**src/rtl/fp16_pkg.sv**
```systemverilog
// Shared FP16 field layout and arbiter state encoding used by the multiplier
// and its arbiter.
package fp16_pkg;

  localparam int SIGN_BIT = 15;
  localparam int EXP_W    = 5;
  localparam int MANT_W   = 10;
  localparam int EXP_BIAS = 15;

  typedef enum logic [1:0] {
    IDLE = 2'd0,
    MUL  = 2'd1,
    RESP = 2'd2
  } state_t;

endpackage

```
**src/rtl/fmul16.sv**
```systemverilog
// Combinational half-precision multiplier: truncating, hidden bit always set,
// zero magnitude forces a signed zero, no inf/NaN/overflow handling.
module fmul16
  import fp16_pkg::*;
(
  input  logic [15:0] a,
  input  logic [15:0] b,
  output logic [15:0] y
);

  logic                   sign;
  logic [MANT_W:0]        ma;
  logic [MANT_W:0]        mb;
  logic [2*MANT_W+1:0]    prod;
  logic                   norm;
  logic [EXP_W+1:0]       esum;
  logic [MANT_W-1:0]      mant;
  logic                   unused_bits;

  always_comb begin
    sign = a[SIGN_BIT] ^ b[SIGN_BIT];
    ma   = {1'b1, a[MANT_W-1:0]};
    mb   = {1'b1, b[MANT_W-1:0]};
    prod = ma * mb;
    norm = prod[2*MANT_W+1];
    // Only the low EXP_W bits are kept, so the exponent wraps modulo 32.
    esum = {2'b00, a[SIGN_BIT-1:MANT_W]} + {2'b00, b[SIGN_BIT-1:MANT_W]}
         + {{(EXP_W+1){1'b0}}, norm} - (EXP_W+2)'(EXP_BIAS);
    mant = norm ? prod[2*MANT_W:MANT_W+1] : prod[2*MANT_W-1:MANT_W];
    if (a[SIGN_BIT-1:0] == '0 || b[SIGN_BIT-1:0] == '0)
      y = {sign, 15'b0};
    else
      y = {sign, esum[EXP_W-1:0], mant};
  end

  // Truncated product bits and the exponent carry are intentionally dropped.
  assign unused_bits = ^{prod[MANT_W-1:0], esum[EXP_W+1:EXP_W]};

endmodule

```
**src/rtl/fmul16_arbiter.sv**
```systemverilog
// Round-robin arbiter sharing one fmul16 among NREQ requesters, with
// registered operands and a result held until the owner acknowledges it.
module fmul16_arbiter
  import fp16_pkg::*;
#(
  parameter int NREQ = 2,
  parameter int IDW  = $clog2(NREQ)
) (
  input  logic                 clk,
  input  logic                 reset,
  input  logic [NREQ-1:0]      req_valid,
  input  logic [16*NREQ-1:0]   req_a,
  input  logic [16*NREQ-1:0]   req_b,
  output logic [NREQ-1:0]      req_ready,
  output logic [NREQ-1:0]      rsp_valid,
  output logic [15:0]          rsp_result,
  input  logic [NREQ-1:0]      rsp_ready,
  output logic                 busy,
  output logic [15:0]          ops_done
);

  state_t          state_q, state_d;
  logic [IDW-1:0]  rr_ptr, owner, grant_idx, next_ptr;
  logic            grant_ok, handshake, ack;
  logic [15:0]     op_a, op_b, result_q, mul_y, ops_q;

  // Scanning from the farthest offset down leaves the closest valid one at rr_ptr.
  function automatic logic [IDW:0] rr_pick(input logic [NREQ-1:0] valid,
                                           input logic [IDW-1:0]  ptr);
    logic [IDW:0] pick;
    int           j;
    pick = '0;
    for (int k = NREQ - 1; k >= 0; k--) begin
      j = (int'(ptr) + k) % NREQ;
      if (valid[j]) pick = {1'b1, IDW'(j)};
    end
    return pick;
  endfunction

  always_comb {grant_ok, grant_idx} = rr_pick(req_valid, rr_ptr);

  assign handshake = (state_q == IDLE) && !reset && grant_ok;
  assign ack       = (state_q == RESP) && rsp_ready[owner];
  assign next_ptr  = (owner == IDW'(NREQ - 1)) ? '0 : owner + 1'b1;

  fmul16 u_mul (
    .a (op_a),
    .b (op_b),
    .y (mul_y)
  );

  always_ff @(posedge clk) begin
    if (reset) state_q <= IDLE;
    else       state_q <= state_d;
  end

  always_comb begin
    // NOTE: default first so every path assigns state_d and no latch is inferred.
    state_d = state_q;
    case (state_q)
      IDLE:    if (handshake) state_d = MUL;
      MUL:     state_d = RESP;
      RESP:    if (ack) state_d = IDLE;
      default: state_d = IDLE;
    endcase
  end

  // Outputs are forced quiet during the reset cycle itself, not only after it.
  always_comb begin
    req_ready = '0;
    rsp_valid = '0;
    busy      = 1'b0;
    if (!reset) begin
      busy = (state_q != IDLE);
      if (state_q == IDLE && grant_ok) req_ready[grant_idx] = 1'b1;
      if (state_q == RESP)             rsp_valid[owner]     = 1'b1;
    end
  end

  assign rsp_result = reset ? '0 : result_q;
  assign ops_done   = reset ? '0 : ops_q;

  // NOTE: datapath registers are reset too, so an aborted op leaves no stale result visible.
  always_ff @(posedge clk) begin
    if (reset) begin
      rr_ptr   <= '0;
      owner    <= '0;
      op_a     <= '0;
      op_b     <= '0;
      result_q <= '0;
      ops_q    <= '0;
    end else begin
      if (handshake) begin
        owner <= grant_idx;
        op_a  <= req_a[16*grant_idx +: 16];
        op_b  <= req_b[16*grant_idx +: 16];
      end
      if (state_q == MUL) result_q <= mul_y;
      if (ack) begin
        rr_ptr <= next_ptr;
        ops_q  <= ops_q + 16'd1;
      end
    end
  end

endmodule

```
**config.mk**
```make
export PLATFORM = sky130hd
export DESIGN_NAME = fmul16_arbiter
export DESIGN_NICKNAME = d
export VERILOG_FILES = /design/src/rtl/fp16_pkg.sv /design/src/rtl/fmul16.sv /design/src/rtl/fmul16_arbiter.sv
export SDC_FILE = /design/constraint.sdc
export NUM_CORES = 1
export LEC_CHECK = 0
export ABC_AREA = 1
export CAP_MARGIN = 20
export CORE_UTILIZATION = 50
export CTS_BUF_LIST = sky130_fd_sc_hd__clkbuf_4
export DETAILED_ROUTE_END_ITERATION = 10
export GPL_TIMING_DRIVEN = 0
export PLACE_DENSITY = 0.74
export SETUP_SLACK_MARGIN = 0.15
export SYNTH_ARGS = -nofsm -noshare
export SYNTH_HDL_FRONTEND = slang
export SYNTH_SLANG_ARGS = --single-unit
```
**constraint.sdc**
```tcl
create_clock -name clk -period 10.75 [get_ports clk]
set_clock_uncertainty 0.15 [all_clocks]
set_input_delay 3.225 -clock clk [delete_from_list [all_inputs] [get_ports clk]]
set_output_delay 3.225 -clock clk [all_outputs]
set_load 0.02 [all_outputs]
```
==> metrics.md <==
| Metric | Value |
|---|---|
| Detailed Place HPWL | `16,200 um` |
| Worst setup slack after placement | `1.93 ns` |
| Compound-gate portion of the synthesized area | `0.0956` |
| Critical Path RT | `7.38 ns` |
| First-pass GRT wire length | `32,900 um` |
| Crit-path max cell delay | `0.72 ns` |
| Core occupancy in the finished layout | `0.617` |
| Met3 layer usage reported by global route | `0.0458` |
| Post_cts resized | `0` |
| Total I/O pin count | `107` |
| Total of endpoints with negative setup slack in the final report | `0` |
| Data arrival time of the critical path | `5.45 ns` |
| Clock period minus final worst setup slack | `8.83 ns` |
| Synth async-reset ratio | `0` |
| Clock tree from TritonCTS | `yes` |
| Achievable Freq | `113 MHz` |
| Area growth, synth to finish | `19.3%` |
| Cell at the slowest stage of the critical path | `sky130_fd_sc_hd__clkdlybuf4s50_1` |
| Setup repair bufs after CTS | `0` |
| Critical path startpoint category | `primary input` |
| Clock sinks | `68` |
| Wirelength, routed | `19,600 um` |
| Netlist area before placement | `0.00758 mm^2` |
| Slack of the worst reg-to-reg path | `3.83 ns` |
| Share of the clock period used by the worst path after layout | `0.821` |
| Post-Synth Adder-Cell Area | `0.317` |
| Main flop type after synthesis | `sky130_fd_sc_hd__dfxtp_1` |
| Least setup slack across all paths after layout | `1.92 ns` |
| Xor and xnor fraction of the mapped netlist area | `0.0127` |
| Pwr Density | `132 mW/mm^2` |
| Avg Vias per Cell | `5.11` |
| Cell count of the worst reg-to-reg path | `30` |
| Die width | `125 um` |
| Hold-critical path depth | `2` |
| Synth unique cells | `44` |
| Worst skew pair latency | `0.43 ns` |
| Initial Util | `0.518` |
| Clock buffer depth | `2` |
| Largest net degree at the start of global routing | `14` |
| Most Frequent Cell on Critical Path | `sky130_fd_sc_hd__clkdlybuf4s50_1` |
| Remaining design rule violation count | `0` |
| Die span in y | `125 um` |
| Vias in the first global route | `7,208` |
| Highest net fanout along the worst path | `9` |
| Hold worst-path end | `ops_q[12]` |
| 1st-pass router iterations | `5` |
| WL per Instance | `14.1 um` |
| Antenna viol nets, final | `0` |
| Layer with the highest usage after global routing | `met2` |
| Number of nets in the synthesized netlist | `1,290` |
| Number of hold violations in the final report | `0` |
| Fraction of the mapped netlist area in simple logic gates | `0.250` |
| Root Buffer Master | `sky130_fd_sc_hd__clkbuf_4` |
| Static leakage | `4.67 nW` |
| Number of port buffers | `106` |
| Global routing met2 resource utilization | `0.465` |
| Sum Neg Setup Slack | `0 ns` |
| CTS Buf Count | `9` |
| Global route total overflow | `0` |
| Multiplexer share of the synthesized area | `0` |
| Number of fill cells | `1,372` |
| Fraction of layout instances using a drive strength above 1 | `0.0451` |
| Warnings, synthesis | `0` |
| Die Footprint | `0.0157 mm^2` |
| Hold-fix buffer count after cts | `0` |
| Core region area | `0.0146 mm^2` |
| Total number of nets in the final design | `1,407` |
| Reg-to-reg endpoint | `result_q[14]` |
| Clock input transition at the sequential cells of the worst setup and hold paths | `0.12 ns` |
| DR iter-0 viols | `339` |
| Critical-path cell list | `clkdlybuf4s50_1, inv_1, o21ai_2, inv_2, nor2_2, clkdlybuf4s50_1` |
| FF-to-FF Start | `op_a[3]` |
| Category of the critical setup timing path | `in -> out` |
| Synth Register Bits | `68` |
| Count of maximum capacitance violations | `0` |
| Rows | `44` |
| Hold wc startpoint | `ops_q[12]` |
| Number of H-tree levels | `3` |
| Post-Synthesis Cells | `1,076` |
| Max-slew headroom | `0.561` |
| CP endpoint kind | `output port` |
| Final count of pins violating max slew | `0` |
| Portion of the post-synthesis area used by sequential elements | `0.180` |
| RSZ-0062 raised after global routing | `false` |
| Result of the run | `completed` |
| Total instance count after detailed placement | `1,366` |
| Storage cell area | `0.00136 mm^2` |
| Fin Hold WS | `0.363 ns` |
| Post-synthesis average cell area | `7.05 um^2` |
| Number of antenna violations at the first check in global routing | `1` |
| Vias | `7,071` |
| Area of combinational cells with multiple inputs | `0.00511 mm^2` |
| Number of enable flip-flop cells after synthesis | `0` |
| Global routing usage summed across all routing layers | `0.262` |
| Worst supply voltage drop on vdd | `0.0714 mV` |
| Actual slew at the worst max-slew pin | `0.658 ns` |
| Global-route met1 utilization | `0.314` |
| Largest family of logic cells by synthesized area | `adder cells` |
| Weighted congestion reported at the end of routability-driven placement | `0.868` |
| Type of the tightest min-delay check | `reg -> reg` |
| Number of cells in the finished layout apart from fillers | `1,383` |
[how the worst max path moves through the flow]
stage                             from        endpoint  slack (ns)  depth (start not counted)
after floorplan           req_valid[0]    req_ready[0]        3.39                          4
after global placement           reset  rsp_result[15]        1.92                          5
after detailed placement         reset  rsp_result[15]        1.93                          5
after CTS                        reset  rsp_result[15]        1.93                          5
after global routing             reset  rsp_result[15]        1.80                          5
final                     req_valid[0]    req_ready[0]        1.92                          6
[critical path, delay by kind of cell]
kind | cells | cell delay (ns)
AND/OR/NAND/NOR | 1 | 0.45
buffers and inverters | 4 | 1.43
AO/OA/AOI/OAI | 1 | 0.34
[per-stage QoR]
step / area, um^2 / power [mW]
CTS: 9040 / 1.20
floorplan: 7580 / 0.801
detailed placement: 8870 / 0.995
global route: 9040 / 1.31
global placement: 8870 / 0.981
finish: 9040 / 1.19
[kinds of logic after synthesis]
| family | after synthesis |
|---|---|
| and+or+nand+nor | 436 |
| AOI/OAI and AO/OA | 127 |
| DFF | 68 |
| buffers and inverters | 290 |
| xor gates and xnor gates | 11 |
| adders and majority gates | 144 |
[sequential cells by signal, indices dropped and copies added (netlist names)]
name	cells
result_q	16
owner	1
op_a	16
op_b	16
ops_q	16
rr_ptr	1
state_q	2
[final cells by class]
class | count | share of cell area
Sequential cell | 68 | 0.151
Tap cell | 184 | 0.0255
Timing Repair Buffer | 106 | 0.117
Antenna cell | 1 | 0.000277
Buffer | 41 | 0.0183
Inverter | 249 | 0.104
Clock inverter | 7 | 0.0109
Clock buffer | 9 | 0.00747
Multi-Input combinational cell | 718 | 0.566
[cells in the final DEF, fill, tap and decap left out, types with 8 or more instances in the layout]
cell type                         instances
sky130_fd_sc_hd__clkbuf_1                33
sky130_fd_sc_hd__clkbuf_4                 9
sky130_fd_sc_hd__nand2_1                262
sky130_fd_sc_hd__ha_1                    64
sky130_fd_sc_hd__a21oi_1                 39
sky130_fd_sc_hd__nand4_1                  9
sky130_fd_sc_hd__nand2_2                  9
sky130_fd_sc_hd__fa_1                    80
sky130_fd_sc_hd__o21ai_0                 56
sky130_fd_sc_hd__nor3_1                   9
sky130_fd_sc_hd__clkdlybuf4s50_1        106
sky130_fd_sc_hd__nor2_1                  74
sky130_fd_sc_hd__a31oi_1                 10
sky130_fd_sc_hd__nor4_1                   8
sky130_fd_sc_hd__dfxtp_1                 68
sky130_fd_sc_hd__nand3_1                 45
sky130_fd_sc_hd__inv_1                  241
[where the power goes]
part	switching, mW	leakage (nW)	internal (mW)
combinational	0.431	4.03	0.261
sequential	0.0208	0.557	0.281
clock	0.101	0.0869	0.0958
[per-layer routing]
layer / wire (um) / vias to the layer above / part of all wire
li1: - / 3522 / -
met1: 8350 / 3263 / 0.43
met2: 9480 / 239 / 0.48
met3: 1170 / 47 / 0.060
met4: 552 / 0 / 0.028
met5: 0 / - / 0
[Yosys cell counts (3+ instances only)]
library cell	n	area (um^2)
sky130_fd_sc_hd__nand3b_1	4	30.0
sky130_fd_sc_hd__xnor2_1	5	43.8
sky130_fd_sc_hd__dfxtp_1	68	1360
sky130_fd_sc_hd__buf_2	3	15.0
sky130_fd_sc_hd__a31oi_1	10	62.6
sky130_fd_sc_hd__ha_1	64	801
sky130_fd_sc_hd__nand2_2	9	56.3
sky130_fd_sc_hd__buf_1	4	15.0
sky130_fd_sc_hd__nor2_1	74	278
sky130_fd_sc_hd__a22o_1	5	43.8
sky130_fd_sc_hd__inv_1	241	905
sky130_fd_sc_hd__nand4_1	9	56.3
sky130_fd_sc_hd__nand2_1	262	983
sky130_fd_sc_hd__fa_1	80	1600
sky130_fd_sc_hd__clkbuf_1	33	124
sky130_fd_sc_hd__inv_2	6	22.5
sky130_fd_sc_hd__a21oi_1	39	195
sky130_fd_sc_hd__nor4_1	8	50.1
sky130_fd_sc_hd__o32ai_1	7	61.3
sky130_fd_sc_hd__xor2_1	6	52.6
sky130_fd_sc_hd__nand3_1	45	225
sky130_fd_sc_hd__o21ai_0	56	280
sky130_fd_sc_hd__nor3_1	9	45.0
sky130_fd_sc_hd__nor2_2	3	18.8
Power figures use the tool's default switching activity.
